**config.mk**
```make
export PLATFORM = sky130hd
export DESIGN_NAME = ll_fifo_rr_drain_flat
export DESIGN_NICKNAME = d
export VERILOG_FILES = /design/src/rtl/ll_fifo_pkg.sv /design/src/rtl/ll_fifo_rr_drain_if.sv /design/src/rtl/ll_fifo_rr_drain_rr_arbiter.sv /design/src/rtl/ll_fifo_rr_drain.sv /design/src/flat_wrapper.sv
export SDC_FILE = /design/constraint.sdc
export NUM_CORES = 1
export LEC_CHECK = 0
export CORE_MARGIN = 3
export CORE_UTILIZATION = 50
export CTS_CLUSTER_SIZE = 40
export DETAILED_ROUTE_END_ITERATION = 7
export HOLD_SLACK_MARGIN = 0.03
export PLACE_DENSITY = 0.88
export SLEW_MARGIN = 20
export SYNTH_ARGS = -nofsm -noshare
export SYNTH_HDL_FRONTEND = slang
export SYNTH_SLANG_ARGS = --single-unit
```
**constraint.sdc**
```tcl
create_clock -name clk -period 5.2 [get_ports clk]
set_input_delay 0.78 -clock clk [delete_from_list [all_inputs] [get_ports clk]]
set_output_delay 0.78 -clock clk [all_outputs]
set_load 0.005 [all_outputs]
```
**src/rtl/ll_fifo_pkg.sv**
```systemverilog
// Shared constants and helpers for the linked-list FIFO drain path.
package ll_fifo_pkg;

  localparam int unsigned DRAIN_CNT_W = 16;

  // A select field needs at least one bit even for a single queue.
  function automatic int unsigned sel_width(int unsigned n);
    return (n > 1) ? $clog2(n) : 1;
  endfunction

endpackage

```
**src/rtl/ll_fifo_rr_drain_if.sv**
```systemverilog
// Bundle between the round-robin drain, the shared FIFO and the downstream stream.
interface ll_fifo_rr_drain_if
  import ll_fifo_pkg::*;
#(
  parameter int unsigned WIDTH     = 4,
  parameter int unsigned NUM_FIFOS = 2,
  parameter int unsigned SEL_WIDTH = sel_width(NUM_FIFOS)
) ();

  logic [NUM_FIFOS-1:0]   empty;
  logic [NUM_FIFOS-1:0]   q_en;
  logic [WIDTH-1:0]       fifo_data;
  logic                   pop;
  logic [SEL_WIDTH-1:0]   pop_sel;
  logic                   out_valid;
  logic                   out_ready;
  logic [WIDTH-1:0]       out_data;
  logic [SEL_WIDTH-1:0]   out_sel;
  logic [DRAIN_CNT_W-1:0] drained;

  modport master (
    input  empty, q_en, fifo_data, out_ready,
    output pop, pop_sel, out_valid, out_data, out_sel, drained
  );

  modport slave (
    output empty, q_en, fifo_data, out_ready,
    input  pop, pop_sel, out_valid, out_data, out_sel, drained
  );

endinterface

```
**src/rtl/ll_fifo_rr_drain_rr_arbiter.sv**
```systemverilog
// Combinational round-robin arbiter: first set request at or after ptr, wrapping.
module rr_arbiter #(
  parameter int unsigned NUM_FIFOS = 2,
  parameter int unsigned SEL_WIDTH = 1
) (
  input  logic [NUM_FIFOS-1:0] req,
  input  logic [SEL_WIDTH-1:0] ptr,
  output logic [NUM_FIFOS-1:0] gnt,
  output logic [SEL_WIDTH-1:0] idx,
  output logic                 any
);

  always_comb begin
    int unsigned          pos;
    logic [SEL_WIDTH-1:0] p;
    gnt = '0;
    idx = ptr;
    any = 1'b0;
    pos = 0;
    p   = '0;
    for (int unsigned k = 0; k < NUM_FIFOS; k++) begin
      // Explicit wrap so non-power-of-2 queue counts stay in range.
      pos = 32'(ptr) + k;
      if (pos >= NUM_FIFOS) pos = pos - NUM_FIFOS;
      p = SEL_WIDTH'(pos);
      if (!any && req[p]) begin
        any    = 1'b1;
        gnt[p] = 1'b1;
        idx    = p;
      end
    end
  end

endmodule

```
**src/rtl/ll_fifo_rr_drain.sv**
```systemverilog
// Round-robin drain of a shared linked-list FIFO into a 2-entry tagged output stream.
module ll_fifo_rr_drain
  import ll_fifo_pkg::*;
#(
  parameter int unsigned WIDTH     = 4,
  parameter int unsigned NUM_FIFOS = 2,
  parameter int unsigned SEL_WIDTH = sel_width(NUM_FIFOS)
) (
  input logic                clk,
  input logic                rst,
  ll_fifo_rr_drain_if.master bus
);

  typedef struct packed {
    logic [SEL_WIDTH-1:0] sel;
    logic [WIDTH-1:0]     data;
  } entry_t;

  logic [NUM_FIFOS-1:0]   elig;
  logic [NUM_FIFOS-1:0]   gnt;
  logic [SEL_WIDTH-1:0]   g;
  logic                   any;
  logic [SEL_WIDTH-1:0]   rr_ptr_q, rr_ptr_d;
  entry_t                 buf_q [2];
  entry_t                 buf_d [2];
  logic [1:0]             occ_q, occ_d, occ_mid;
  logic [DRAIN_CNT_W-1:0] drained_q, drained_d;
  logic                   deq, space, pop;
  logic                   unused_gnt;

  assign elig       = ~bus.empty & bus.q_en;
  assign unused_gnt = ^gnt;

  rr_arbiter #(
    .NUM_FIFOS (NUM_FIFOS),
    .SEL_WIDTH (SEL_WIDTH)
  ) u_arb (
    .req (elig),
    .ptr (rr_ptr_q),
    .gnt (gnt),
    .idx (g),
    .any (any)
  );

  assign bus.out_valid = (occ_q != 2'd0);
  assign deq           = bus.out_valid & bus.out_ready;
  assign space         = (occ_q < 2'd2) | deq;
  // Gating with rst keeps the shared FIFO untouched while both are in reset.
  assign pop           = rst & space & any;

  assign bus.pop      = pop;
  assign bus.pop_sel  = pop ? g : rr_ptr_q;
  assign bus.out_data = buf_q[0].data;
  assign bus.out_sel  = buf_q[0].sel;
  assign bus.drained  = drained_q;

  always_comb begin
    buf_d   = buf_q;
    occ_mid = occ_q - {1'b0, deq};
    if (deq) buf_d[0] = buf_q[1];
    // New word lands behind whatever survives this cycle's dequeue.
    if (pop) buf_d[occ_mid[0]] = '{sel: g, data: bus.fifo_data};
    occ_d = occ_mid + {1'b0, pop};

    rr_ptr_d = rr_ptr_q;
    if (pop) rr_ptr_d = (g == SEL_WIDTH'(NUM_FIFOS - 1)) ? '0 : g + 1'b1;

    drained_d = drained_q;
    if (deq && (drained_q != '1)) drained_d = drained_q + 1'b1;
  end

  always_ff @(posedge clk) begin
    if (!rst) begin
      occ_q     <= '0;
      rr_ptr_q  <= '0;
      drained_q <= '0;
      buf_q[0]  <= '0;
      buf_q[1]  <= '0;
    end else begin
      occ_q     <= occ_d;
      rr_ptr_q  <= rr_ptr_d;
      drained_q <= drained_d;
      buf_q     <= buf_d;
    end
  end

  a_pop_nonempty: assert property (@(posedge clk) disable iff (!rst)
    pop |-> !bus.empty[bus.pop_sel]);
  a_occ_bound: assert property (@(posedge clk) disable iff (!rst) occ_q <= 2'd2);
  a_no_deq_empty: assert property (@(posedge clk) disable iff (!rst)
    !(!bus.out_valid && deq));

endmodule

```
**src/flat_wrapper.sv**
```systemverilog
// flat-port wrapper written by rule: the top's interface ports become plain ports
module ll_fifo_rr_drain_flat import ll_fifo_pkg::*;
#(
  parameter int unsigned WIDTH     = 4,
  parameter int unsigned NUM_FIFOS = 2,
  parameter int unsigned SEL_WIDTH = sel_width(NUM_FIFOS)
)
  (clk, rst, bus_empty, bus_q_en, bus_fifo_data, bus_out_ready, bus_pop, bus_pop_sel, bus_out_valid, bus_out_data, bus_out_sel, bus_drained);
  ll_fifo_rr_drain_if #(.WIDTH(WIDTH), .NUM_FIFOS(NUM_FIFOS), .SEL_WIDTH(SEL_WIDTH)) bus_i ();
  input logic clk;
  input logic rst;
  input wire logic [$bits(bus_i.empty)-1:0] bus_empty;
  input wire logic [$bits(bus_i.q_en)-1:0] bus_q_en;
  input wire logic [$bits(bus_i.fifo_data)-1:0] bus_fifo_data;
  input wire logic [$bits(bus_i.out_ready)-1:0] bus_out_ready;
  output wire logic [$bits(bus_i.pop)-1:0] bus_pop;
  output wire logic [$bits(bus_i.pop_sel)-1:0] bus_pop_sel;
  output wire logic [$bits(bus_i.out_valid)-1:0] bus_out_valid;
  output wire logic [$bits(bus_i.out_data)-1:0] bus_out_data;
  output wire logic [$bits(bus_i.out_sel)-1:0] bus_out_sel;
  output wire logic [$bits(bus_i.drained)-1:0] bus_drained;
  assign bus_i.empty = bus_empty;
  assign bus_i.q_en = bus_q_en;
  assign bus_i.fifo_data = bus_fifo_data;
  assign bus_i.out_ready = bus_out_ready;
  assign bus_pop = bus_i.pop;
  assign bus_pop_sel = bus_i.pop_sel;
  assign bus_out_valid = bus_i.out_valid;
  assign bus_out_data = bus_i.out_data;
  assign bus_out_sel = bus_i.out_sel;
  assign bus_drained = bus_i.drained;
  ll_fifo_rr_drain #(.WIDTH(WIDTH), .NUM_FIFOS(NUM_FIFOS), .SEL_WIDTH(SEL_WIDTH)) u_core (.clk(clk), .rst(rst), .bus(bus_i));
endmodule
```
==> results of run 1 <==
[stage by stage]
stage               area (sq um)    util
floorplan                   1480       -
global placement            1794  0.6451
detailed placement          1794  0.6451
CTS                         1843  0.6626
global route                1843  0.6626
finish                      1843  0.6626
[area by class of cell]
class	instances	area, sq um	share of cell area
Sequential cell	29	580.6	0.3150
Timing Repair Buffer	35	347.8	0.1887
Multi-Input combinational cell	127	808.3	0.4386
Inverter	5	18.77	0.01018
Tap cell	31	38.79	0.02105
Clock buffer	8	48.80	0.02648
[cell usage in the layout, fill, tap and decap left out, types with 2 or more instances in the layout]
cell type / n
clkdlybuf4s50_1: 34
dfxtp_1: 29
nand2_1: 19
nor2_1: 16
a21oi_1: 12
o31ai_1: 8
o21ai_0: 7
or4_1: 6
a311oi_1: 5
mux2i_1: 5
nand3_1: 5
clkbuf_4: 5
inv_1: 4
and3_1: 4
nand4_1: 4
or3_1: 4
ha_1: 3
clkbuf_1: 3
nor2b_1: 2
or2_2: 2
a31oi_1: 2
and3_2: 2
[worst reg2reg max path: stages, from the launching register on]
cell     delay [ps]
dfxtp_1         360
o21ai_2         570
inv_1           310
ha_1            390
inv_1            70
ha_1            350
mux2i_1         250
nor2_1           50
[cells by family (layout without fill, tap and decap cells)]
kind of cell	count (synthesis)	count (layout)	share of synthesized area
DFF	29	29	0.3922
and+or+nand+nor	74	74	0.2764
adders and majority gates	4	4	0.03212
xor gates and xnor gates	2	2	0.01184
muxes	5	5	0.03381
buffers and inverters	16	48	0.06170
AOI/OAI and AO/OA	42	42	0.1919
[routing by layer]
metal  up-vias  track usage  share of wire
li1        698            -              -
met1       670       0.2317           0.44
met2        42       0.3287           0.48
met3        11      0.08936          0.054
met4         0       0.1115          0.027
met5         -            0              0
[how the worst max path moves through the flow]
stage	depth (start not counted)	slack, ps	to	from
after floorplan	4	3020	bus_pop_sel	bus_q_en[1]
after global placement	6	2040	bus_pop_sel	bus_q_en[1]
after detailed placement	6	1920	bus_pop_sel	bus_q_en[1]
after CTS	6	1920	bus_pop_sel	bus_q_en[1]
after global routing	6	1830	bus_pop_sel	bus_q_en[1]
final	6	1890	bus_pop_sel	bus_q_en[1]
[power groups by stage]
| stage | clock [mW] | combinational (mW) | sequential, mW |
|---|---|---|---|
| after global routing | 0.144 | 0.187 | 0.269 |
| after detailed placement | 0 | 0.167 | 0.270 |
| after CTS | 0.130 | 0.172 | 0.264 |
| final | 0.129 | 0.171 | 0.265 |
| after floorplan | 0 | 0.110 | 0.266 |
| after global placement | 0 | 0.160 | 0.268 |
==> results.toml, run 1 <==
[logic_synthesis]
syn_avg_cell_area_sq_um = 8.606
mappedNetlistArea_sq_um = 1480
synthMostInstantiatedCell = "dfxtp_1"
post_synth_inst_count = 172
synth_edf_count = 0
synth_top_area_share = 0.3922
synthesis.nets = 186
synth.yosys.seq_area_share = 0.3922
synth_seq_cells = 29
ys.warnings.count = 0
yosys.cell_types.count = 45
proportion_of_register_bits_with_asynchronous_set_or_reset_after_synthesis = 0
netlist_top_cells_area = "dfxtp_1 39%, nand2_1 4.8%, a21oi_1 4.1%, nor2_1 4.1%, o31ai_1 4.1%"
netlist_top_cells_count = "29 x dfxtp_1, 19 x nand2_1, 16 x nor2_1"
synth.largest_area_cell = "dfxtp_1"
ys.flop_type = "dfxtp_1"

[detailed_routing]
totalWireLength_microns = 3505
viasPerCell = 6.047
detail_route.wl_per_cell_microns = 14.91
routed-via-count = 1421
first_iter_violations = 51
final_antenna_net_count = 0
drt_pre_antenna_iters = 4
drc = 0

[grt]
antenna_found_initial = 0
grt_overflow_total = 0
wire_length_of_the_first_global_routing_pass_microns = 5471
grt_usage = 0.2057
grt_start_max_net_pins = 27
grt_pass1_vias = 1289

[timing]
setup-tns-final_ps = 0
worst_hold_slack_ps = 480.9
rsz0062_at_grt = "no"
max_slew_margin = 0.5221
setup-violations-final = 0
fin_worst_skew_ps = 5.496
drv_slew = 0
final_hold_vios = 0
fin_ws_ps = 1889
timing.final.crit_share = 0.6367
maxClockFrequency_mhz = 302.0
worst_pin_slew_ps = 711.0
period_minus_slack_ps = 3311

[worst_setup_path]
worstPathCellList = "clkdlybuf4s50_1 > nor2b_1 > and3_1 > o21ai_0 > nand2_1 > clkdlybuf4s50_1"
r2r-start = "u_core.occ_q[1]$_SDFF_PN0_"
critical_path.most_common_cell = "clkdlybuf4s50_1"
timing.critical_path.required_ps = 4420
timing.critical_path.from_type = "input port"
path_delay_family = "buffers and inverters"
timing.reg2reg.setup_slack_ps = 2730
path_buf_inv = 2
worst-setup-path-type = "input port to output port"
cp_slowest_cell = "clkdlybuf4s50_1"
max_stage_delay_ps = 490
crit_path_max_fanout = 6
worst_reg_to_reg_path_cell_count = 7
cp_data_arrival_time_ps = 2530
end_kind = "output port"

[pwr]
pwr-share-comb = 0.303
totalPowerFinal_uw = 564.1
ir_drop_uv = 272.6
share_clk_of_total_power = 0.228
switching_share = 0.3199
internal_power_of_the_cells_uw = 383.6
seq_power_share = 0.469
switchingPower_uw = 180.5
cellPowerDensity_nw_per_um2 = 306.1
leakagePower_nw = 0.6463

[placement]
post-dp-hpwl_microns = 2489
dp_worst_setup_slack_ps = 1916
io_buffer_count = 34
dp_cells = 227
gpl.final_weighted_congestion = 0.7555

[clock_network]
cts_tree = "built"
clk_root_buffer_cell = "clkbuf_4"
ctsLongestPathBuffers = 2
cts.htree.levels = 2
postCtsHoldBufs = 0
cts_setup_buffers = 0
clkSlewWorstSetupHoldPaths_ps = 80
clock_latency_ps = 330
cts_inserted_buffers = 5
clkSinkCount = 29
post_cts_resize_count = 0

[min_path]
hold_path_end = "u_core.bus.out_data[2]$_SDFF_PN0_"
timing.hold.worst_path_depth = 2
hp-class = "flip-flop to flip-flop"

[floorplan]
io_pins = 35
start_util = 0.5322
standard_cell_row_count = 19
dieArea_sq_um = 3649
die_w_microns = 60.41
design.core.area_sq_um = 2781
chipHeight_microns = 60.41

[final_layout]
stdcell_count = 235
syn2layout_area_growth_pct = 24.51
nets = 217
antennaDiodeCount = 0
drive_above_1_share = 0.07843
filler_cell_count = 250

[run_status]
outcome = "complete, no violations"

[run]
drv.max_cap_violation_count = 0
(Power assumes the default switching activity.)
==> inputs of run 2 (changes only) <==
--- a/config.mk
+++ b/config.mk
@@ -6,11 +6,11 @@
 export NUM_CORES = 1
 export LEC_CHECK = 0
 export CORE_MARGIN = 3
-export CORE_UTILIZATION = 50
+export CORE_UTILIZATION = 49
 export CTS_CLUSTER_SIZE = 40
 export DETAILED_ROUTE_END_ITERATION = 7
 export HOLD_SLACK_MARGIN = 0.03
-export PLACE_DENSITY = 0.88
+export PLACE_DENSITY = 0.87
 export SLEW_MARGIN = 20
 export SYNTH_ARGS = -nofsm -noshare
 export SYNTH_HDL_FRONTEND = slang
==> constraint.sdc (replaced) <==
create_clock -name clk -period 3.4 [get_ports clk]
set_input_delay 0.51 -clock clk [delete_from_list [all_inputs] [get_ports clk]]
set_output_delay 0.51 -clock clk [all_outputs]
set_load 0.005 [all_outputs]
==> run 2 against run 1 <==
Effect of this change: final cell count is 0.43% higher; largest power group unchanged; critical path depth did not move; design area is 0.54% higher; sequential cell count is the same; global-route usage rose by 0.60 points; wire length fell by 3.4%.
==> results.toml, run 2 (synthesis results as in run 1) <==
[clock_network]
cts_tree = "built"
post_cts_resize_count = 0
cts.htree.levels = 2
postCtsHoldBufs = 0
clk_root_buffer_cell = "clkbuf_4"
ctsLongestPathBuffers = 2
clkSinkCount = 29
cts_setup_buffers = 0
cts_inserted_buffers = 5
clkSlewWorstSetupHoldPaths_ps = 80
clock_latency_ps = 340

[detailed_routing]
final_antenna_net_count = 0
routed-via-count = 1410
detail_route.wl_per_cell_microns = 14.35
viasPerCell = 5.975
first_iter_violations = 95
drt_pre_antenna_iters = 4
totalWireLength_microns = 3386
drc = 0

[worst_setup_path]
cp_data_arrival_time_ps = 2150
timing.reg2reg.setup_slack_ps = 970
max_stage_delay_ps = 490
setup.worst_path.end = "bus_pop_sel"
timing.critical_path.required_ps = 2890
worst-setup-path-type = "input port to output port"
critical_path.most_common_cell = "clkdlybuf4s50_1"
critical_path_source = "bus_q_en[1]"
crit_path_max_fanout = 6
r2r-start = "u_core.occ_q[1]$_SDFF_PN0_"
timing.critical_path.from_type = "input port"
worst_reg_to_reg_path_cell_count = 7
end_kind = "output port"
worstPathCellList = "clkdlybuf4s50_1 > nor2b_1 > and3_1 > o21ai_0 > nand2_1 > clkdlybuf4s50_1"
cp_slowest_cell = "clkdlybuf4s50_1"

[timing]
period_minus_slack_ps = 2663
fin_worst_skew_ps = 12.30
setup-tns-final_ps = 0
max_slew_margin = 0.3679
rsz0062_at_grt = "no"
worst_pin_slew_ps = 940.3
timing.final.crit_share = 0.7831
fin_ws_ps = 737.5
drv_slew = 0
maxClockFrequency_mhz = 375.6
final_hold_vios = 0
setup-violations-final = 0

[pwr]
ir_drop_uv = 248.9
switchingPower_uw = 276.0
switching_share = 0.3212
share_clk_of_total_power = 0.231
internal_power_of_the_cells_uw = 583.2
pwr-share-comb = 0.298
leakagePower_nw = 0.6565
seq_power_share = 0.471
cellPowerDensity_nw_per_um2 = 463.7
totalPowerFinal_uw = 859.2

[placement]
dp_cells = 228
dp_worst_setup_slack_ps = 609.8
post-dp-hpwl_microns = 2532
io_buffer_count = 34
gpl.final_weighted_congestion = 0.7730

[floorplan]
design.core.area_sq_um = 2829
standard_cell_row_count = 19
chipHeight_microns = 60.96
io_pins = 35
die_w_microns = 60.96
start_util = 0.5232
dieArea_sq_um = 3716

[grt]
wire_length_of_the_first_global_routing_pass_microns = 5775
grt_start_max_net_pins = 20
grt_usage = 0.2117
grt_overflow_total = 0
antenna_found_initial = 0
grt_pass1_vias = 1332

[final_layout]
syn2layout_area_growth_pct = 25.19
antennaDiodeCount = 0
drive_above_1_share = 0.09268
layout_commonest_cell = "clkdlybuf4s50_1"
layout.core_utilization = 0.6550
filler_cell_count = 221
stdcell_count = 236
mostFrequentLayoutCells = "34 x clkdlybuf4s50_1, 29 x dfxtp_1, 19 x nand2_1"
nets = 218

[min_path]
hp-class = "flip-flop to flip-flop"
timing.hold.worst_path_depth = 2

[run]
drv.max_cap_violation_count = 0

[run_status]
outcome = "complete, no violations"
==> run 2: cell count changes in the layout (fill, tap and decap cells not counted), sizes merged <==
cell | previous run | this run
clkinv | 1 | 3
clkbuf | 8 | 6
buf | 1 | 2
==> run 2: through the flow <==
stage | hold slack (ps) | area [sq um]
3_5_place_dp | 474.7 | 1802
6_report | 496.0 | 1853
4_1_cts | 497.0 | 1853
5_1_grt | 507.3 | 1853
3_3_place_gp | 471.4 | 1802
2_1_floorplan | 454.2 | 1480
==> run 2: layer usage <==
metal,vias up,part of all wire,GRT usage
met5,-,0,0
met3,12,0.045,0.04468
met2,38,0.48,0.3435
li1,703,-,-
met1,657,0.44,0.2536
met4,0,0.036,0.1331
==> run 2: area by class of cell <==
cell class | instances | area, sq um | share of cell area
clock inverter | 2 | 10.01 | 0.005402
clock buffer | 6 | 41.29 | 0.02228
sequential | 29 | 580.6 | 0.3133
timing repair buffer | 36 | 355.3 | 0.1918
tap | 31 | 38.79 | 0.02093
inverter | 5 | 18.77 | 0.01013
multi-input combinational | 127 | 808.3 | 0.4362
==> run 2: worst max-delay path, delay by kind of cell <==
family | cells | cell delay, ps
AO/OA/AOI/OAI | 1 | 70
AND/OR/NAND/NOR | 3 | 640
buffers and inverters | 2 | 930
==> run 2: worst min path at each step <==
stage,slack (ps),end,start
floorplan,450,u_core.bus.out_data[0]$_SDFF_PN0_,flip-flop
finish,500,u_core.bus.out_data[3]$_SDFF_PN0_,flip-flop
global placement,470,flip-flop,flip-flop
global route,510,u_core.bus.out_data[1]$_SDFF_PN0_,u_core.bus.out_data[1]$_SDFF_PN0_
CTS,500,u_core.bus.out_data[1]$_SDFF_PN0_,u_core.bus.out_data[1]$_SDFF_PN0_
detailed placement,470,u_core.bus.out_sel$_SDFF_PN0_,flip-flop
==> run 2: power groups by stage <==
stage	registers, mW	clock network, mW	logic (mW)
2_1_floorplan	0.406	0	0.168
4_1_cts	0.404	0.204	0.258
3_3_place_gp	0.410	0	0.242
3_5_place_dp	0.412	0	0.257
6_report	0.405	0.198	0.256
5_1_grt	0.409	0.217	0.283
==> inputs of run 3 (changes only) <==
--- a/config.mk
+++ b/config.mk
@@ -6,11 +6,11 @@
 export NUM_CORES = 1
 export LEC_CHECK = 0
 export CORE_MARGIN = 3
-export CORE_UTILIZATION = 49
+export CORE_UTILIZATION = 44
 export CTS_CLUSTER_SIZE = 40
 export DETAILED_ROUTE_END_ITERATION = 7
 export HOLD_SLACK_MARGIN = 0.03
-export PLACE_DENSITY = 0.87
+export PLACE_DENSITY = 0.83
 export SLEW_MARGIN = 20
 export SYNTH_ARGS = -nofsm -noshare
 export SYNTH_HDL_FRONTEND = slang
==> constraint.sdc (replaced) <==
create_clock -name clk -period 2.3 [get_ports clk]
set_input_delay 0.345 -clock clk [delete_from_list [all_inputs] [get_ports clk]]
set_output_delay 0.345 -clock clk [all_outputs]
set_load 0.005 [all_outputs]
==> run 3 against run 2 <==
Effect of this change: worst hold slack got worse by 13 ps; worst setup slack lost 660 ps; wire length is 3.4% lower; utilization down 3.2 points; total power grew 68%; sequential cell count unchanged; design area up 5.2%; global-route usage shrank 4.6 points; clock-buffer cell count up 1; die area increased by 10%; register-to-register slack got worse by 470 ps; largest cell class unchanged.
==> results.toml, run 3 (synthesis results as in run 1) <==
[run_status]
outcome = "complete, no violations"

[floorplan]
start_util = 0.4732
design.core.area_sq_um = 3128
chipHeight_microns = 64
dieArea_sq_um = 4096
die_w_microns = 64
standard_cell_row_count = 20
io_pins = 35

[timing]
period_minus_slack_ps = 2222
maxClockFrequency_mhz = 450.1
final_hold_vios = 0
worst_pin_slew_ps = 467.7
setup-tns-final_ps = 0
timing.final.crit_share = 0.9660
setup-violations-final = 0
fin_worst_skew_ps = 11.45
rsz0062_at_grt = "no"
drv_slew = 0
max_slew_margin = 0.6882

[placement]
post-dp-hpwl_microns = 2387
io_buffer_count = 34
dp_cells = 247
gpl.final_weighted_congestion = 0.8140

[final_layout]
mostFrequentLayoutCells = "34 x clkdlybuf4s50_1, 28 x dfxtp_1, 19 x nand2_1"
nets = 224
layout_commonest_cell = "clkdlybuf4s50_1"
drive_above_1_share = 0.1232
antennaDiodeCount = 0
syn2layout_area_growth_pct = 31.70
stdcell_count = 255

[worst_setup_path]
cp_slowest_cell = "clkdlybuf4s50_1"
path_delay_family = "buffers and inverters"
timing.critical_path.required_ps = 1960
timing.reg2reg.setup_slack_ps = 500
worst_reg_to_reg_path_cell_count = 6
path_depth = 6
critical_path.most_common_cell = "clkdlybuf4s50_1"
worstPathCellList = "clkdlybuf4s50_1 > or2b_1 > and3_1 > o21ai_0 > nand2_1 > clkdlybuf4s50_1"
crit_path_max_fanout = 3
end_kind = "output port"
path_buf_inv = 2
max_stage_delay_ps = 440
timing.critical_path.from_type = "input port"
worst-setup-path-type = "input port to output port"
cp_data_arrival_time_ps = 1880

[pwr]
ir_drop_uv = 436.0
cellPowerDensity_nw_per_um2 = 741.3
leakagePower_nw = 0.7002

[detailed_routing]
drt_pre_antenna_iters = 4
totalWireLength_microns = 3271
viasPerCell = 5.545
final_antenna_net_count = 0
drc = 0
routed-via-count = 1414
first_iter_violations = 82
detail_route.wl_per_cell_microns = 12.83

[grt]
antenna_found_initial = 0
grt_overflow_total = 0
wire_length_of_the_first_global_routing_pass_microns = 5244
grt_start_max_net_pins = 19
grt_pass1_vias = 1217
grt_usage = 0.1660

[clock_network]
clock_latency_ps = 340
cts_inserted_buffers = 5
cts_setup_buffers = 0
clk_root_buffer_cell = "clkbuf_4"
ctsLongestPathBuffers = 2
cts.htree.levels = 2
clkSinkCount = 29
clkSlewWorstSetupHoldPaths_ps = 90
cts_tree = "built"

[min_path]
hp-class = "flip-flop to flip-flop"
timing.hold.worst_path_depth = 2

[run]
drv.max_cap_violation_count = 0
## run 3: tightest hold or removal path, cell delays in order, from the launching register on
cell and delay, ps:
dfxtp_1 320, nand2_1 50, a311oi_1 70
## run 3: worst paths after layout
check | startpoint | to
setup / recovery | bus_out_ready | bus_pop_sel
setup reg to reg | u_core.bus.drained[0]$_SDFFE_PN0P_ | u_core.bus.drained[2]$_SDFFE_PN0P_
hold / removal | flip-flop | u_core.bus.out_sel$_SDFF_PN0_
hold reg to reg | flip-flop | u_core.bus.out_sel$_SDFF_PN0_
## run 3: what timing repair did
action | CTS | global route
resized for setup | 0 | 1
setup endpoints to repair | 0 | 1
hold buffers | 0 | 0
## run 3: final cells by class
class | instances | area [sq um]
tap | 44 | 55.05
clock buffer | 7 | 55.05
timing repair buffer | 42 | 400.4
multi-input combinational | 127 | 808.3
fill | 282 | 1179
sequential | 29 | 581.8
inverter | 5 | 18.77
clock inverter | 1 | 30.03
## run 3: where the power goes
part | switching [mW] | internal (mW) | leakage (nW)
Clock | 0.185 | 0.259 | 0.0455
Sequential | 0.0435 | 0.555 | 0.235
Combinational | 0.191 | 0.211 | 0.419
## run 3: per-layer routing
metal	track usage	share of wire	up-vias	wire length (microns)
met2	0.2606	0.44	37	1452
met1	0.1861	0.47	652	1529
li1	-	-	718	-
met3	0.06854	0.065	7	211
met4	0.09973	0.024	0	78
met5	0	0	-	0
## run 3: per-stage QoR
step	utilization	power (mW)	area [sq um]	hold slack (ps)	setup WS (ps)
floorplan	-	0.8492	1480	454.2	416.6
global placement	0.5956	0.9981	1863	460.8	73.95
detailed placement	0.5956	1.009	1863	473.3	72.22
CTS	0.6228	1.456	1948	486.8	69.93
global route	0.6232	1.530	1949	503.0	7.795
finish	0.6232	1.445	1949	482.9	78.31
==> edit, RTL diff (settings of run 1) <==
`NUM_FIFOS` is set to 2 in 4 places; all go to 1.
--- a/src/rtl/ll_fifo_rr_drain_if.sv
+++ b/src/rtl/ll_fifo_rr_drain_if.sv
@@ -3,7 +3,7 @@
   import ll_fifo_pkg::*;
 #(
   parameter int unsigned WIDTH     = 4,
-  parameter int unsigned NUM_FIFOS = 2,
+  parameter int unsigned NUM_FIFOS = 1,
   parameter int unsigned SEL_WIDTH = sel_width(NUM_FIFOS)
 ) ();
 
--- a/src/rtl/ll_fifo_rr_drain_rr_arbiter.sv
+++ b/src/rtl/ll_fifo_rr_drain_rr_arbiter.sv
@@ -1,6 +1,6 @@
 // Combinational round-robin arbiter: first set request at or after ptr, wrapping.
 module rr_arbiter #(
-  parameter int unsigned NUM_FIFOS = 2,
+  parameter int unsigned NUM_FIFOS = 1,
   parameter int unsigned SEL_WIDTH = 1
 ) (
   input  logic [NUM_FIFOS-1:0] req,
--- a/src/rtl/ll_fifo_rr_drain.sv
+++ b/src/rtl/ll_fifo_rr_drain.sv
@@ -3,7 +3,7 @@
   import ll_fifo_pkg::*;
 #(
   parameter int unsigned WIDTH     = 4,
-  parameter int unsigned NUM_FIFOS = 2,
+  parameter int unsigned NUM_FIFOS = 1,
   parameter int unsigned SEL_WIDTH = sel_width(NUM_FIFOS)
 ) (
   input logic                clk,
--- a/src/flat_wrapper.sv
+++ b/src/flat_wrapper.sv
@@ -2,7 +2,7 @@
 module ll_fifo_rr_drain_flat import ll_fifo_pkg::*;
 #(
   parameter int unsigned WIDTH     = 4,
-  parameter int unsigned NUM_FIFOS = 2,
+  parameter int unsigned NUM_FIFOS = 1,
   parameter int unsigned SEL_WIDTH = sel_width(NUM_FIFOS)
 )
   (clk, rst, bus_empty, bus_q_en, bus_fifo_data, bus_out_ready, bus_pop, bus_pop_sel, bus_out_valid, bus_out_data, bus_out_sel, bus_drained);
Ports: changed (resized bus_empty and bus_q_en); port bits go from 35 to 33. No check against the original RTL was run, so the function may have changed too.
==> edit against run 1 <==
- cell area fell by 9.7%
- clock power fell by 27%
- final cell count is 9.4% lower
- sequential power fell by 11%
- sequential cell count is 2 lower
- first-iteration DRC count shrank 2.0%
- routed wire length decreased by 12%
- power shrank 21%
- area after synthesis decreased by 9.5%
- setup slack got worse by 0.0025 ns
- critical endpoint is now bus_pop
- largest power group unchanged
==> edit: results (changes against run 1) <==
| Metric | Value |
|---|---|
| Status | `complete, no violations (unchanged)` |
| Leak pwr | `0.545 nW (was 0.646 nW)` |
| # Post-CTS Setup Buffers | `0 (unchanged)` |
| Peak supply drop | `0.199 mV (was 0.273 mV)` |
| Nets | `196 (was 217)` |
| Cells after Synth | `158 (was 172)` |
| Synth area leaders | `dfxtp_1 40%, mux2i_1 6.0%, nand2_1 5.9% (was dfxtp_1 39%, nand2_1 4.8%, a21oi_1 4.1%)` |
| Layout cells sized above 1 | `6.01% (was 7.84%)` |
| Hold path endpoint | `u_core.bus.out_data[0] (was u_core.bus.out_data[2])` |
| Pin count of the biggest net entering global routing | `20 (was 27)` |
| Skew final | `0.00272 ns (was 0.00550 ns)` |
| First-pass GRT wire length | `5170 um (was 5470 um)` |
| Synthesized Nets | `170 (was 186)` |
| Gr usage total | `20.1% (was 20.6%)` |
| Worst-path clk slew | `0.14 ns (was 0.08 ns)` |
| GR met3 Demand/Resource | `4.45% (was 8.94%)` |
| Hold/Removal Path Class | `flop to flop (unchanged)` |
| Antenna Cells | `0 (unchanged)` |
| Drt initial violations | `50 (was 51)` |
| Num CTS Buffers | `3 (was 5)` |
| Flop2flop setup slack | `2.68 ns (was 2.73 ns)` |
| Relative slew margins | `46.9% (was 52.2%)` |
| DP Wirelength | `2230 um (was 2490 um)` |
| CP peak stage delay | `0.82 ns (was 0.49 ns)` |
| Vias in the first global route | `1168 (was 1289)` |
| Synth cell types | `40 (was 45)` |
| DRC viols | `0 (unchanged)` |
| Post-synth top cells | `27 x dfxtp_1, 21 x nand2_1, 14 x nor2_1 (was 29 x dfxtp_1, 19 x nand2_1, 16 x nor2_1)` |
| Crit path max fanout | `16 (was 6)` |
| Met1 Track Usage GR | `24.1% (was 23.2%)` |
| Met2 GRT Util | `33.4% (was 32.9%)` |
| Dpl cells | `209 (was 227)` |
| Vias per cell | `5.99 (was 6.05)` |
| Sequential fraction of the synthesis area | `40.3% (was 39.2%)` |
| GPL Wtd Cong | `0.788 (was 0.756)` |
| Port Buf Inserts | `31 (was 34)` |
| H-tree levels | `1 (was 2)` |
| Via count | `1275 (was 1421)` |
## edit: cell count changes after synthesis, moves of 3 or more
cell | run 1 | this run
o31ai_1 | 8 | 5
mux2i_1 | 5 | 8
inv_1 | 4 | 7
and3_1 | 4 | 0
a211oi_1 | 1 | 4
a21oi_1 | 12 | 8
## edit: kinds of logic (layout without fill, tap and decap cells)
family	Yosys count	after routing	share of synthesized area (%)
simple gates	65	65	24.9
compound gates	34	34	17.8
flops	27	27	40.3
buf+inv	18	43	6.54
mux	8	8	5.98
fa+ha+maj	3	3	2.80
xor+xnor	2	2	1.31
other cells	1	1	0.280
## edit: per-layer routing
layer / wire (um) / up-vias
met4: 67 / 0
met2: 1550 / 31
met1: 1320 / 614
met5: 0 / -
met3: 149 / 7
li1: - / 623
## edit: worst max path at each step
stage	from	to
after floorplan	bus_out_ready	u_core.bus.out_sel
after global placement	rst	bus_pop
after detailed placement	rst	bus_pop
after CTS	rst	bus_pop
after global routing	rst	bus_pop
final	rst	bus_pop
## edit: report_power, final
group,switching [W],internal (W)
Sequential,0.0000141,0.000223
Clock,0.0000648,0.0000290
Combinational,0.0000553,0.0000593
## edit: through the flow
step	hold WS (ns)	setup slack [ns]	area, um2	util, %	power, W
floorplan	0.454	2.82	1340	-	0.000311
global placement	0.464	1.97	1630	64.6	0.000350
detailed placement	0.474	1.93	1630	64.6	0.000355
CTS	0.493	1.92	1660	65.7	0.000448
global route	0.518	1.77	1660	66.0	0.000473
finish	0.498	1.89	1660	66.0	0.000445
## edit: area by class of cell
class | count | area [um2]
Fill cell | 225 | 858
Multi-Input combinational cell | 113 | 718
Sequential cell | 27 | 541
Timing Repair Buffer | 31 | 310
Tap cell | 30 | 37.5
Inverter | 8 | 30.0
Clock buffer | 3 | 22.5
Clock inverter | 1 | 5.00
